## config.mk

```make
export PLATFORM = sky130hd
export DESIGN_NAME = inst_fetch_queue
export DESIGN_NICKNAME = d
export VERILOG_FILES = /design/src/rtl/inst_fetch_queue.sv
export SDC_FILE = /design/constraint.sdc
export NUM_CORES = 1
export LEC_CHECK = 0
export CORE_AREA = 2 2 265 267
export CTS_CLUSTER_SIZE = 28
export DETAILED_ROUTE_END_ITERATION = 10
export DIE_AREA = 0 0 267 269
export GPL_TIMING_DRIVEN = 1
export PLACE_DENSITY = 0.54
export SLEW_MARGIN = 20
export SYNTH_ARGS = -nofsm -noshare
export SYNTH_HDL_FRONTEND = slang
export SYNTH_SLANG_ARGS = --single-unit
```

## constraint.sdc

```tcl
create_clock -name clk -period 5.5 [get_ports clk]
set_input_delay 0.55 -clock clk [delete_from_list [all_inputs] [get_ports clk]]
set_output_delay 0.55 -clock clk [all_outputs]
set_load 0.05 [all_outputs]
```

## src/rtl/inst_fetch_queue.sv

```systemverilog
// Bundle queue between the IFU and decode: captures whole fetch bundles, issues them
// one instruction per cycle, back-pressures the IFU when full and drops everything on a redirect.
module inst_fetch_queue #(
    parameter int FETCH_WIDTH     = 2,
    parameter int INST_ADDR_WIDTH = 32,
    parameter int QUEUE_DEPTH     = 4
) (
    input  logic                          clk,
    input  logic                          reset,
    input  logic                          bundle_valid,
    input  logic [32*FETCH_WIDTH-1:0]     Instruction_Code,
    input  logic [INST_ADDR_WIDTH-1:0]    pc_in,
    input  logic                          flush,
    output logic                          stall,
    output logic                          inst_valid,
    input  logic                          dec_ready,
    output logic [31:0]                   inst_out,
    output logic [INST_ADDR_WIDTH-1:0]    inst_pc,
    output logic [INST_ADDR_WIDTH-1:0]    inst_pc_plus_4,
    output logic [$clog2(QUEUE_DEPTH):0]  occupancy
);

    localparam int PTR_W  = $clog2(QUEUE_DEPTH);
    localparam int CNT_W  = PTR_W + 1;
    localparam int SLOT_W = (FETCH_WIDTH > 1) ? $clog2(FETCH_WIDTH) : 1;
    localparam int AW     = INST_ADDR_WIDTH;

    logic [32*FETCH_WIDTH-1:0] code_mem [QUEUE_DEPTH];
    logic [AW-1:0]             pc_mem   [QUEUE_DEPTH];
    logic [31:0]               head_slot [FETCH_WIDTH];

    logic [PTR_W-1:0]  wr_ptr_q, wr_ptr_d;
    logic [PTR_W-1:0]  rd_ptr_q, rd_ptr_d;
    logic [CNT_W-1:0]  count_q, count_d;
    logic [SLOT_W-1:0] slot_q, slot_d;

    logic push, issue, pop, last_slot;
    logic [AW-1:0] head_pc;

    // Storage carries no reset; only the pointers and count define what is live.
    always_ff @(posedge clk) begin
        if (push) begin
            code_mem[wr_ptr_q] <= Instruction_Code;
            pc_mem[wr_ptr_q]   <= pc_in;
        end
    end

    genvar gi;
    generate
        for (gi = 0; gi < FETCH_WIDTH; gi++) begin : g_slot
            assign head_slot[gi] = code_mem[rd_ptr_q][32*gi +: 32];
        end
    endgenerate

    assign head_pc   = pc_mem[rd_ptr_q];
    assign last_slot = (slot_q == SLOT_W'(FETCH_WIDTH - 1));

    always_comb begin
        stall      = (count_q == CNT_W'(QUEUE_DEPTH));
        inst_valid = (count_q != '0) && !flush;
        push       = bundle_valid && !stall && !flush;
        issue      = inst_valid && dec_ready;
        pop        = issue && last_slot;

        inst_out       = '0;
        inst_pc        = '0;
        if (inst_valid) begin
            inst_out = head_slot[slot_q];
            inst_pc  = head_pc + (AW'(slot_q) << 2);
        end
        inst_pc_plus_4 = inst_pc + AW'(4);
        occupancy      = count_q;
    end

    always_comb begin
        wr_ptr_d = wr_ptr_q;
        rd_ptr_d = rd_ptr_q;
        count_d  = count_q;
        slot_d   = slot_q;
        if (flush) begin
            wr_ptr_d = '0;
            rd_ptr_d = '0;
            count_d  = '0;
            slot_d   = '0;
        end else begin
            if (push) begin
                wr_ptr_d = wr_ptr_q + 1'b1;
            end
            if (issue) begin
                if (last_slot) begin
                    slot_d   = '0;
                    rd_ptr_d = rd_ptr_q + 1'b1;
                end else begin
                    slot_d = slot_q + 1'b1;
                end
            end
            count_d = count_q + CNT_W'(push) - CNT_W'(pop);
        end
    end

    always_ff @(posedge clk or negedge reset) begin
        if (!reset) begin
            wr_ptr_q <= '0;
            rd_ptr_q <= '0;
            count_q  <= '0;
            slot_q   <= '0;
        end else begin
            wr_ptr_q <= wr_ptr_d;
            rd_ptr_q <= rd_ptr_d;
            count_q  <= count_d;
            slot_q   <= slot_d;
        end
    end

endmodule

```

# Word level (Yosys, flattened, before mapping)
# Memory sizes are Yosys's and may differ from the RTL's.
# Cells that the tools add are included.
# op_classes
addsub	7
mul	0
div	0
magnitude_cmp	1
n_eq_ne	1
shifts	0
mux	16
bitwise_logic	1
n_reduce_logical	12
# ops
cell	count
$mux 32	5
$add 32x3->32	1
$add 32x3->32 const B	1
$mux 2	5
$reduce_bool 2->1	3
$logic_and 1x1->1	5
$mux 1	5
$add 2x1->2 const B	2
$add 3x1->3	1
$eq 3x3->1 const B	1
$mux 3	1
$reduce_bool 3->1	1
$sub 3x1->3	1
$ge 2x2->1 const B	1
$logic_not 1->1	2
$not 1->2	1
$reduce_and 2->1	1
$add 1x1->1 const B	1
# totals
ff_bits	8
latchBits	0
mem_bits_rw	384
rom_bits	0
out_inout_bits	101
elab_cells	44
mem_count	2
# memory_table
name	depth	width	rd	rd_clocked_by_memory_dff	wr	line	text
code_mem	4	64	1	0	1	28	logic [32*FETCH_WIDTH-1:0] code_mem [QUEUE_DEPTH];
pc_mem	4	32	1	0	1	29	logic [AW-1:0] pc_mem [QUEUE_DEPTH];

# Logic depth before layout (Yosys ltp)
# Gate-level depths: netlist (run 1).
# logic_depth
word_depth	7
ltp_mapped	19
depth_no_buf	13

# Worst setup path after synthesis (run 1)
# Ideal clock, no wire load.
# synth_path
path_kind	reg-to-output
from	register rd_ptr_q[0]
to	output inst_pc_plus_4[26]
arrival_ps	6380
t_required_ps	4950
setup_slack_ps	-1430
stages_incl_launch_ff	19
path_buffers	6
path_cell_list	dfrtp_1 buf_6 buf_12 buf_8 buf_4 buf_1 buf_1 mux4_2 ha_1 ha_1 nand2b_1 nor2_1 a2111oi_2 nand4b_1 nor4_2 nand4_2 nor3_2 nand4_1 xnor2_1
# synth_between
elab_chain_cells	4
# synth_rtl
item	line	text
start: declaration	33	logic [PTR_W-1:0] rd_ptr_q, rd_ptr_d;
start signal: assignment	109	rd_ptr_q <= rd_ptr_d;
$mem_v2 4x32	-	
$add 32x3->32	69	inst_pc = head_pc + (AW'(slot_q) << 2);
$mux 32	67	if (inst_valid) begin
via inst_pc[4]	18	output logic [INST_ADDR_WIDTH-1:0] inst_pc,
$add 32x3->32	71	inst_pc_plus_4 = inst_pc + AW'(4);
end: declaration	19	output logic [INST_ADDR_WIDTH-1:0] inst_pc_plus_4,
# The timed path passes the listed nets, and every way through them passes these cells.

# Final worst setup path (run 1)
# layout_path
from	register rd_ptr_q[0]
to	output inst_pc_plus_4[31]
# layout_between
elab_chain_cells	4
# layout_rtl
item	line
$mem_v2 4x32	-
$add 32x3->32	69
$mux 32	67
$add 32x3->32	71
# No other way between the ends.

==> results of run 1 <==
[critical path: stages (launching register included)]
cell and delay (ps):
dfrtp_4 560, mux4_2 390, ha_4 160, nand2b_1 50
or3b_1 520, a211oi_2 380, mux2i_4 330, nor3b_2 400
nand4_2 260, nor3_4 390, nand4b_1 270, xnor2_4 250
buf_12 150
[per-layer routing]
layer,vias up,wire [um]
met2,207,18900
li1,3890,-
met1,4406,15600
met4,8,687
met3,61,2110
met5,-,50
[state kept, by name, summed over array words and instances (netlist names)]
name,count
wr_ptr_q,2
pc_mem,128
code_mem,256
rd_ptr_q,2
occupancy,3
last_slot,1
[power breakdown]
part / switching [mW] / total [mW] / internal [mW]
Sequential: 0.0238 / 3.43 / 3.40
Combinational: 0.525 / 0.843 / 0.318
Clock: 1.16 / 2.78 / 1.62
[path summary, 6_finish.rpt]
kind	slack, ps	end	cells past startpoint
setup / recovery	290	inst_pc_plus_4[31]	12
hold / removal	290	occupancy[2]$_DFF_PN0_	1
setup reg to reg	1960	occupancy[2]$_DFF_PN0_	13
hold reg to reg	600	wr_ptr_q[1]$_DFFE_PN0P_	2
max in group asynchronous	4900	rd_ptr_q[0]$_DFFE_PN0P_	1
min in group clk	600	wr_ptr_q[1]$_DFFE_PN0P_	2
[layout make-up]
cell class / instances / share of cell area (%)
Sequential cell: 392 / 55.1
Timing Repair Buffer: 215 / 11.0
Inverter: 19 / 0.335
Multi-Input combinational cell: 410 / 21.5
Clock buffer: 53 / 5.33
Clock inverter: 27 / 1.12
Tap cell: 940 / 5.52
[logic make-up after synthesis]
logic type | Yosys count | share of synthesized area (%)
flops | 392 | 71.7
simple gates | 183 | 6.17
mux | 135 | 15.6
buf+inv | 60 | 1.79
xor+xnor | 48 | 2.57
compound gates | 34 | 1.40
fa+ha+maj | 10 | 0.810
[cells in the final DEF (no fill, tap or decap), types with 18 or more instances in the layout]
cell,synthesis,routed
buf_12,1,23
clkbuf_16,0,44
clkdlybuf4s50_1,0,176
edfxtp_1,384,384
inv_1,18,18
mux2i_1,39,36
mux4_2,89,89
nand2_1,25,24
nor2_1,67,67
xnor2_1,31,22
==> impl_metrics.py, run 1 <==
metrics = {
    "die": {
        "die-area_sq_um": 71800,
        "io_pins": 202,
        "fp-row-count": 97,
        "start_util_pct": 23.6,
        "die_w_um": 267,
        "fp.coreArea_sq_um": 69300,
        "die_y_um": 269,
    },
    "synthesis": {
        "synth-edff-count": 384,
        "yosysTopAreaCell": "edfxtp_1",
        "ys.flop_type": "edfxtp_1",
        "synth_common_cells": "edfxtp_1, mux4_2, nor2_1",
        "yosys.cell_count.top_type": "edfxtp_1",
        "synthDistinctLibCells": 64,
        "synth-seq-cells": 392,
        "synth_fp_nets": 973,
        "yosysWarnings": 0,
        "ys_seq_area_share_pct": 71.7,
        "postSynthCellCount": 862,
        "synthTopCellsByArea": "edfxtp_1, mux4_2, mux2i_1, xnor2_1, nor2_1",
        "async_flop_share_pct": 2.04,
        "syn_area_per_cell_sq_um": 19.0,
        "synth_top_area_share_pct": 70.5,
        "syn_area_sq_um": 16400,
    },
    "finish": {
        "areaGrowthSynthToFinish_pct": 30.1,
        "layout-drive-gt1-share_pct": 21.4,
        "final_cell_count_no_fill": 2056,
        "fillCellCount": 6773,
        "final_util_pct": 30.7,
        "layout.nets": 1192,
        "multi_input_area_sq_um": 4580,
        "finalInstanceArea_sq_um": 21300,
        "register_area_sq_um": 11700,
        "diodes": 0,
    },
    "cts": {
        "holdBufCountCts": 0,
        "cts_resized": 0,
        "root_buffer": "clkbuf_16",
        "cts.reportedPaths.clkPinSlew_ps": 60,
        "clockBufferDepth": 3,
        "post_cts_buffers": 0,
        "tritoncts": "yes",
        "cts_sinks": 392,
        "htree_levels": 2,
        "clk_latency_ps": 560,
        "numCtsBuffers": 43,
    },
    "detailed_routing": {
        "routedWlPerCell_um": 18.2,
        "detail_route.wirelength_um": 37400,
        "drc_errors": 0,
        "first_pass_iters": 4,
        "postRouteAntennaNets": 0,
        "detail_route.iter0.violations": 422,
        "drt-vias-per-instance": 4.17,
        "vias": 8572,
    },
    "sta": {
        "post-route-period-util_pct": 94.7,
        "finClkSkew_ps": 12.8,
        "worstMarginPinSlew_ps": 857,
        "setup-violations-final": 0,
        "fin_tns_setup_ps": 0,
        "maxSlewHeadroom_pct": 42.9,
        "rsz0062_at_grt": "false",
        "finalHoldViolations": 0,
        "whs_ps": 288,
        "fmax_mhz": 192,
        "slew_violations": 0,
        "finalCriticalPeriod_ps": 5210,
        "layout_setup_ws_ps": 293,
    },
    "worst_setup_path": {
        "crit-reg2reg-launch": "occupancy[1]$_DFF_PN0_",
        "worstPathArrival_ps": 4660,
        "end_kind": "output port",
        "critPathLaunch": "rd_ptr_q[0]$_DFFE_PN0P_",
        "worst-setup-path-type": "reg -> out",
        "start_kind": "flip-flop",
        "crit_path_max_fanout": 9,
        "crit_required_ps": 4950,
    },
    "global_routing": {
        "grt-busiest-layer": "met2",
        "grt.met1_usage_pct": 12.5,
        "grt_pass1_wl_um": 56300,
        "grt_pass1_vias": 9339,
        "track_usage_pct": 10.4,
        "gr-usage-met2_pct": 18.6,
        "grt_start_max_net_pins": 52,
        "use_met3_pct": 2.60,
        "antenna_found_initial": 4,
        "overflow": 0,
    },
    "status": {
        "outcome": "complete, no violations",
    },
    "place": {
        "io_buffers": 201,
        "place.gp.congestion": 0.757,
        "hpwlAfterDp_um": 24000,
        "dp_slack_ps": 779,
        "dpl_cell_area_sq_um": 19900,
        "dp.cells": 1976,
    },
    "power_and_ir_drop": {
        "power.total_mw": 7.05,
        "power-per-cell-area_nw_per_um2": 331,
        "power_leakage_nw": 6.61,
        "ir_worst_vdd_v": 0.000217,
    },
    "worst_hold_path": {
        "hold_path.class": "in -> async",
    },
    "job": {
        "drv_cap": 0,
    },
}
No activity file was read; power rests on OpenSTA's default activity.
==> run 2, diff against run 1 <==
SETUP_SLACK_MARGIN = 0.5   (was unset)
==> run 2 against run 1 <==
Hold slack gained 12 ps. First-iteration DRC count shrank 11%. Cell area is 3.6% higher. Clock skew is 8.4 ps lower. Count of clock-buffer cells in the layout decreased by 3. Die area did not move. Power up 0.29%. Global-route usage increased by 0.71 points. Flip-flop and latch count unchanged. Critical endpoint unchanged. Largest cell class unchanged.
==> impl_metrics.py, run 2 (synthesis results as in run 1) <==
metrics = {
    "power_and_ir_drop": {
        "power_leakage_nw": 7.02,
        "power-per-cell-area_nw_per_um2": 320,
        "p_sw_mw": 1.74,
        "power_switching_share_pct": 24.6,
        "ir_worst_vdd_v": 0.000252,
        "p_int_mw": 5.33,
        "p_clk_share_pct": 38.9,
        "p_seq_share_pct": 48.5,
        "power.total_mw": 7.07,
        "power_frac_comb_pct": 12.6,
    },
    "global_routing": {
        "grt_pass1_wl_um": 59600,
        "track_usage_pct": 11.1,
        "antenna_found_initial": 6,
        "grt_start_max_net_pins": 51,
        "overflow": 0,
        "grt_pass1_vias": 9381,
    },
    "finish": {
        "layout.nets": 1236,
        "final_util_pct": 31.8,
        "finalInstanceArea_sq_um": 22100,
        "layout-drive-gt1-share_pct": 28.5,
        "layout_common_cells": "edfxtp_1, clkdlybuf4s50_1, mux4_2",
        "final_common_cell": "edfxtp_1",
        "final_cell_count_no_fill": 2100,
        "fillCellCount": 6714,
        "largest_register_ffs": 256,
        "top_register": "code_mem",
        "areaGrowthSynthToFinish_pct": 34.8,
    },
    "detailed_routing": {
        "first_pass_iters": 4,
        "drc_errors": 0,
        "detail_route.iter0.violations": 375,
        "postRouteAntennaNets": 0,
        "detail_route.wirelength_um": 40000,
        "routedWlPerCell_um": 19.0,
        "vias": 8852,
        "drt-vias-per-instance": 4.22,
    },
    "worst_setup_path": {
        "worstPathArrival_ps": 4360,
        "critPathMaxStageDelay_ps": 520,
        "crit_required_ps": 4950,
        "r2r_slack_ps": 2340,
        "critPathLaunch": "rd_ptr_q[0]$_DFFE_PN0P_",
        "r2r-end": "occupancy[2]$_DFF_PN0_",
        "r2r_cells": 12,
        "worst-setup-path-type": "reg -> out",
        "crit_path_max_fanout": 6,
        "crit-reg2reg-launch": "occupancy[1]$_DFF_PN0_",
        "endpoint": "inst_pc_plus_4[31]",
        "end_kind": "output port",
        "start_kind": "flip-flop",
        "crit_chain": "mux4_2, ha_4, ha_4, nand2b_4, o22a_4, or4_4, or4_4, a21oi_2, o21bai_2, nor4b_4, nand4b_1, xnor2_4, buf_12",
        "crit_slowest_cell": "dfrtp_4",
    },
    "sta": {
        "post-route-period-util_pct": 89.3,
        "fin_tns_setup_ps": 0,
        "rsz0062_at_grt": "true",
        "worstMarginPinSlew_ps": 893,
        "slew_violations": 0,
        "maxSlewHeadroom_pct": 40.5,
        "whs_ps": 300,
        "finalCriticalPeriod_ps": 4910,
        "setup-violations-final": 0,
        "fmax_mhz": 204,
        "layout_setup_ws_ps": 586,
        "finalHoldViolations": 0,
        "finClkSkew_ps": 4.45,
    },
    "place": {
        "dp.cells": 1978,
        "dp_slack_ps": 700,
        "io_buffers": 201,
        "hpwlAfterDp_um": 24600,
        "place.gp.congestion": 0.760,
        "dpl_cell_area_sq_um": 20200,
    },
    "cts": {
        "clk_latency_ps": 550,
        "numCtsBuffers": 43,
        "htree_levels": 2,
        "cts.reportedPaths.clkPinSlew_ps": 60,
        "root_buffer": "clkbuf_16",
        "clockBufferDepth": 3,
        "tritoncts": "yes",
        "holdBufCountCts": 0,
        "cts_sinks": 392,
    },
    "die": {
        "start_util_pct": 23.6,
        "fp-row-count": 97,
        "die_y_um": 269,
        "io_pins": 202,
        "die_w_um": 267,
        "die-area_sq_um": 71800,
        "fp.coreArea_sq_um": 69300,
    },
    "status": {
        "outcome": "complete, no violations",
    },
    "job": {
        "drv_cap": 0,
    },
    "worst_hold_path": {
        "hold_path.class": "in -> async",
    },
}
[run 2: what timing repair did]
action	CTS	global route
gates cloned	1	0
setup endpoints to repair	23	16
pin swaps	21	19
gates resized for setup	33	24
buffers inserted	23	18
[run 2: power by group through the flow]
stage	combinational [mW]	sequential (mW)	clock [mW]
2_1_floorplan	0.503	3.50	0
3_3_place_gp	0.876	3.48	0
3_5_place_dp	0.881	3.49	0
4_1_cts	0.897	3.43	2.85
5_1_grt	0.948	3.43	2.96
6_report	0.890	3.43	2.75
[run 2: how the worst min path moves through the flow]
stage / start / to / cells after the start
floorplan: reset / last_slot$_DFFE_PN0P_ / 0
finish: reset / occupancy[0]$_DFF_PN0_ / 1
global route: reset / occupancy[0]$_DFF_PN0_ / 1
CTS: reset / occupancy[0]$_DFF_PN0_ / 1
global placement: wr_ptr_q[1]$_DFFE_PN0P_ / wr_ptr_q[1]$_DFFE_PN0P_ / 2
detailed placement: wr_ptr_q[1]$_DFFE_PN0P_ / wr_ptr_q[1]$_DFFE_PN0P_ / 2
[run 2: routing by layer]
layer	track usage, %	vias to the layer above	share of wire [%]
li1	-	3992	-
met1	13.6	4565	42
met2	19.4	207	50
met3	3.04	76	6.0
met4	2.87	12	2.3
met5	0	-	0.19
[run 2: final cells by class]
cell class / instances / area, sq um / area share [%]
diodes: 2 / 5.00 / 0.0227
clock buffers: 50 / 1140 / 5.19
clock inverters: 28 / 201 / 0.913
inverters: 19 / 71.3 / 0.323
multi-input cells: 411 / 5010 / 22.7
flip-flops and latches: 392 / 11700 / 53.2
well taps: 940 / 1180 / 5.33
repair buffers: 258 / 2720 / 12.3
[run 2: worst max-delay path: cells and delay by family (launching register included)]
family                     cells  cell delay (ps)
adders and majority gates      2              330
and+or+nand+nor                5             1650
AOI/OAI and AO/OA              3              510
buffers and inverters          1              150
xor gates and xnor gates       1              250
muxes                          1              390
DFF                            1              520
==> RTL edit, RTL diff (settings of run 2) <==
Set the parameter `QUEUE_DEPTH` to 2 (it was 4).
--- a/src/rtl/inst_fetch_queue.sv
+++ b/src/rtl/inst_fetch_queue.sv
@@ -5,3 +5,3 @@
     parameter int INST_ADDR_WIDTH = 32,
-    parameter int QUEUE_DEPTH     = 4
+    parameter int QUEUE_DEPTH     = 2
 ) (
Interface: changed (resized occupancy); port bits go from 202 to 201. No check against the original RTL was run, so the function may have changed too.
==> RTL edit against run 2 <==
Combinational power decreased by 42%. Core utilization decreased by 12 points. Sequential share of layout area decreased by 9.7 points. Wire length decreased by 33%. Non-clock buffer count decreased by 45. Worst setup slack improved by 0.15 ns. Via count decreased by 33%. Sequential cell count decreased by 195. Power decreased by 50%. First-iteration DRC count decreased by 7.5%. Hold slack improved by 0.030 ns. Fmax increased by 3.2%. Final area decreased by 39%. Area after synthesis decreased by 42%. Critical endpoint unchanged.
==> RTL edit: results <==
set metrics [dict create \
    outcome "finished clean" \
    nClkBuffers 18 \
    synthMuxAreaShare 0.115 \
    postPlaceCellArea_sq_mm 0.0129 \
    buf_share 0.162 \
    clk_share 0.0452 \
    io_buffers 200 \
    h-tree-depth 4 \
    place_hpwl_um 20700 \
    seq_area_sq_mm 0.00590 \
    num-nonclk-buffers 213 \
    synth-xor-area-share 0.0482 \
    met2_length_um 13500 \
    finClkSkew_ns 0.0123 \
    place_ws_ns 0.806 \
    gp_congestion 0.757 \
    synth_edf_count 192 \
    final_area_sq_mm 0.0136 \
    nets 925 \
    synth_fp_nets 719 \
    cts_resized 1 \
    async_reset_ff_frac 0.0254 \
    post_cts_buffers 1 \
    clk_path_buf_depth 2 \
    clk_latency_ns 0.46 \
    wl_met3_um 1400 \
    drt_iter0_markers 347 \
    multi_input_area_share 0.267 \
    synthTopCellsByArea "edfxtp_1, mux4_2, mux2i_1" \
    nMultiInputCombCells 376 \
    grt_pass1_wl_um 39600 \
    ys_top_cells_by_count "edfxtp_1, nor2_1, and2_1, mux4_2" \
    critPathMaxFanout 9 \
    met2_usage 0.130 \
    syn_inst 613 \
    r2r_slack_ns 3.14 \
    ys_types 65 \
    diodes 0 \
    wl_met1_um 11500 \
    power.net_switching_mw 0.956 \
    seq_area_frac_synth 0.624 \
    grt_use_met3 0.0209 \
    grtUsageMet1 0.0895 \
    synthAdderAreaFrac 0.00662 \
    path_clk_slew_ns 0.08 \
    worstPathArrival_ns 4.21 \
    antenna_found_initial 5 \
    maxSlewHeadroom 0.460 \
    synth_seq_cells 197 \
    ff2ff_path_depth 5 \
    grt_max_degree 53 \
    drive_gt1_frac 0.210 \
    fillers 7442 \
    vias_per_cell 3.33 \
    setup_slack_ns 0.738 \
    cts_made_buffers 17 \
]
[RTL edit: cell types whose count changed after synthesis, sizes merged, moves of 6 or more]
cell,change
mux2i,-12
buf,-10
mux2,+6
edfxtp,-192
nand4,+7
nor2,-27
mux4,-62
nand3,+15
nand3b,+6
xor2,+8
and2,+27
[RTL edit: power by group through the flow]
stage | Sequential (mW) | Combinational (mW) | Clock (mW)
6_report | 1.75 | 0.513 | 1.28
3_3_place_gp | 1.78 | 0.520 | 0
4_1_cts | 1.75 | 0.525 | 1.34
5_1_grt | 1.75 | 0.549 | 1.39
2_1_floorplan | 1.78 | 0.292 | 0
3_5_place_dp | 1.78 | 0.524 | 0
[RTL edit: how the worst max path moves through the flow]
stage,endpoint,cells past startpoint
floorplan,code_mem[0][0],4
detailed placement,inst_pc_plus_4[15],11
finish,inst_pc_plus_4[31],12
global placement,inst_pc_plus_4[15],11
global route,inst_pc_plus_4[29],11
CTS,inst_pc_plus_4[15],9
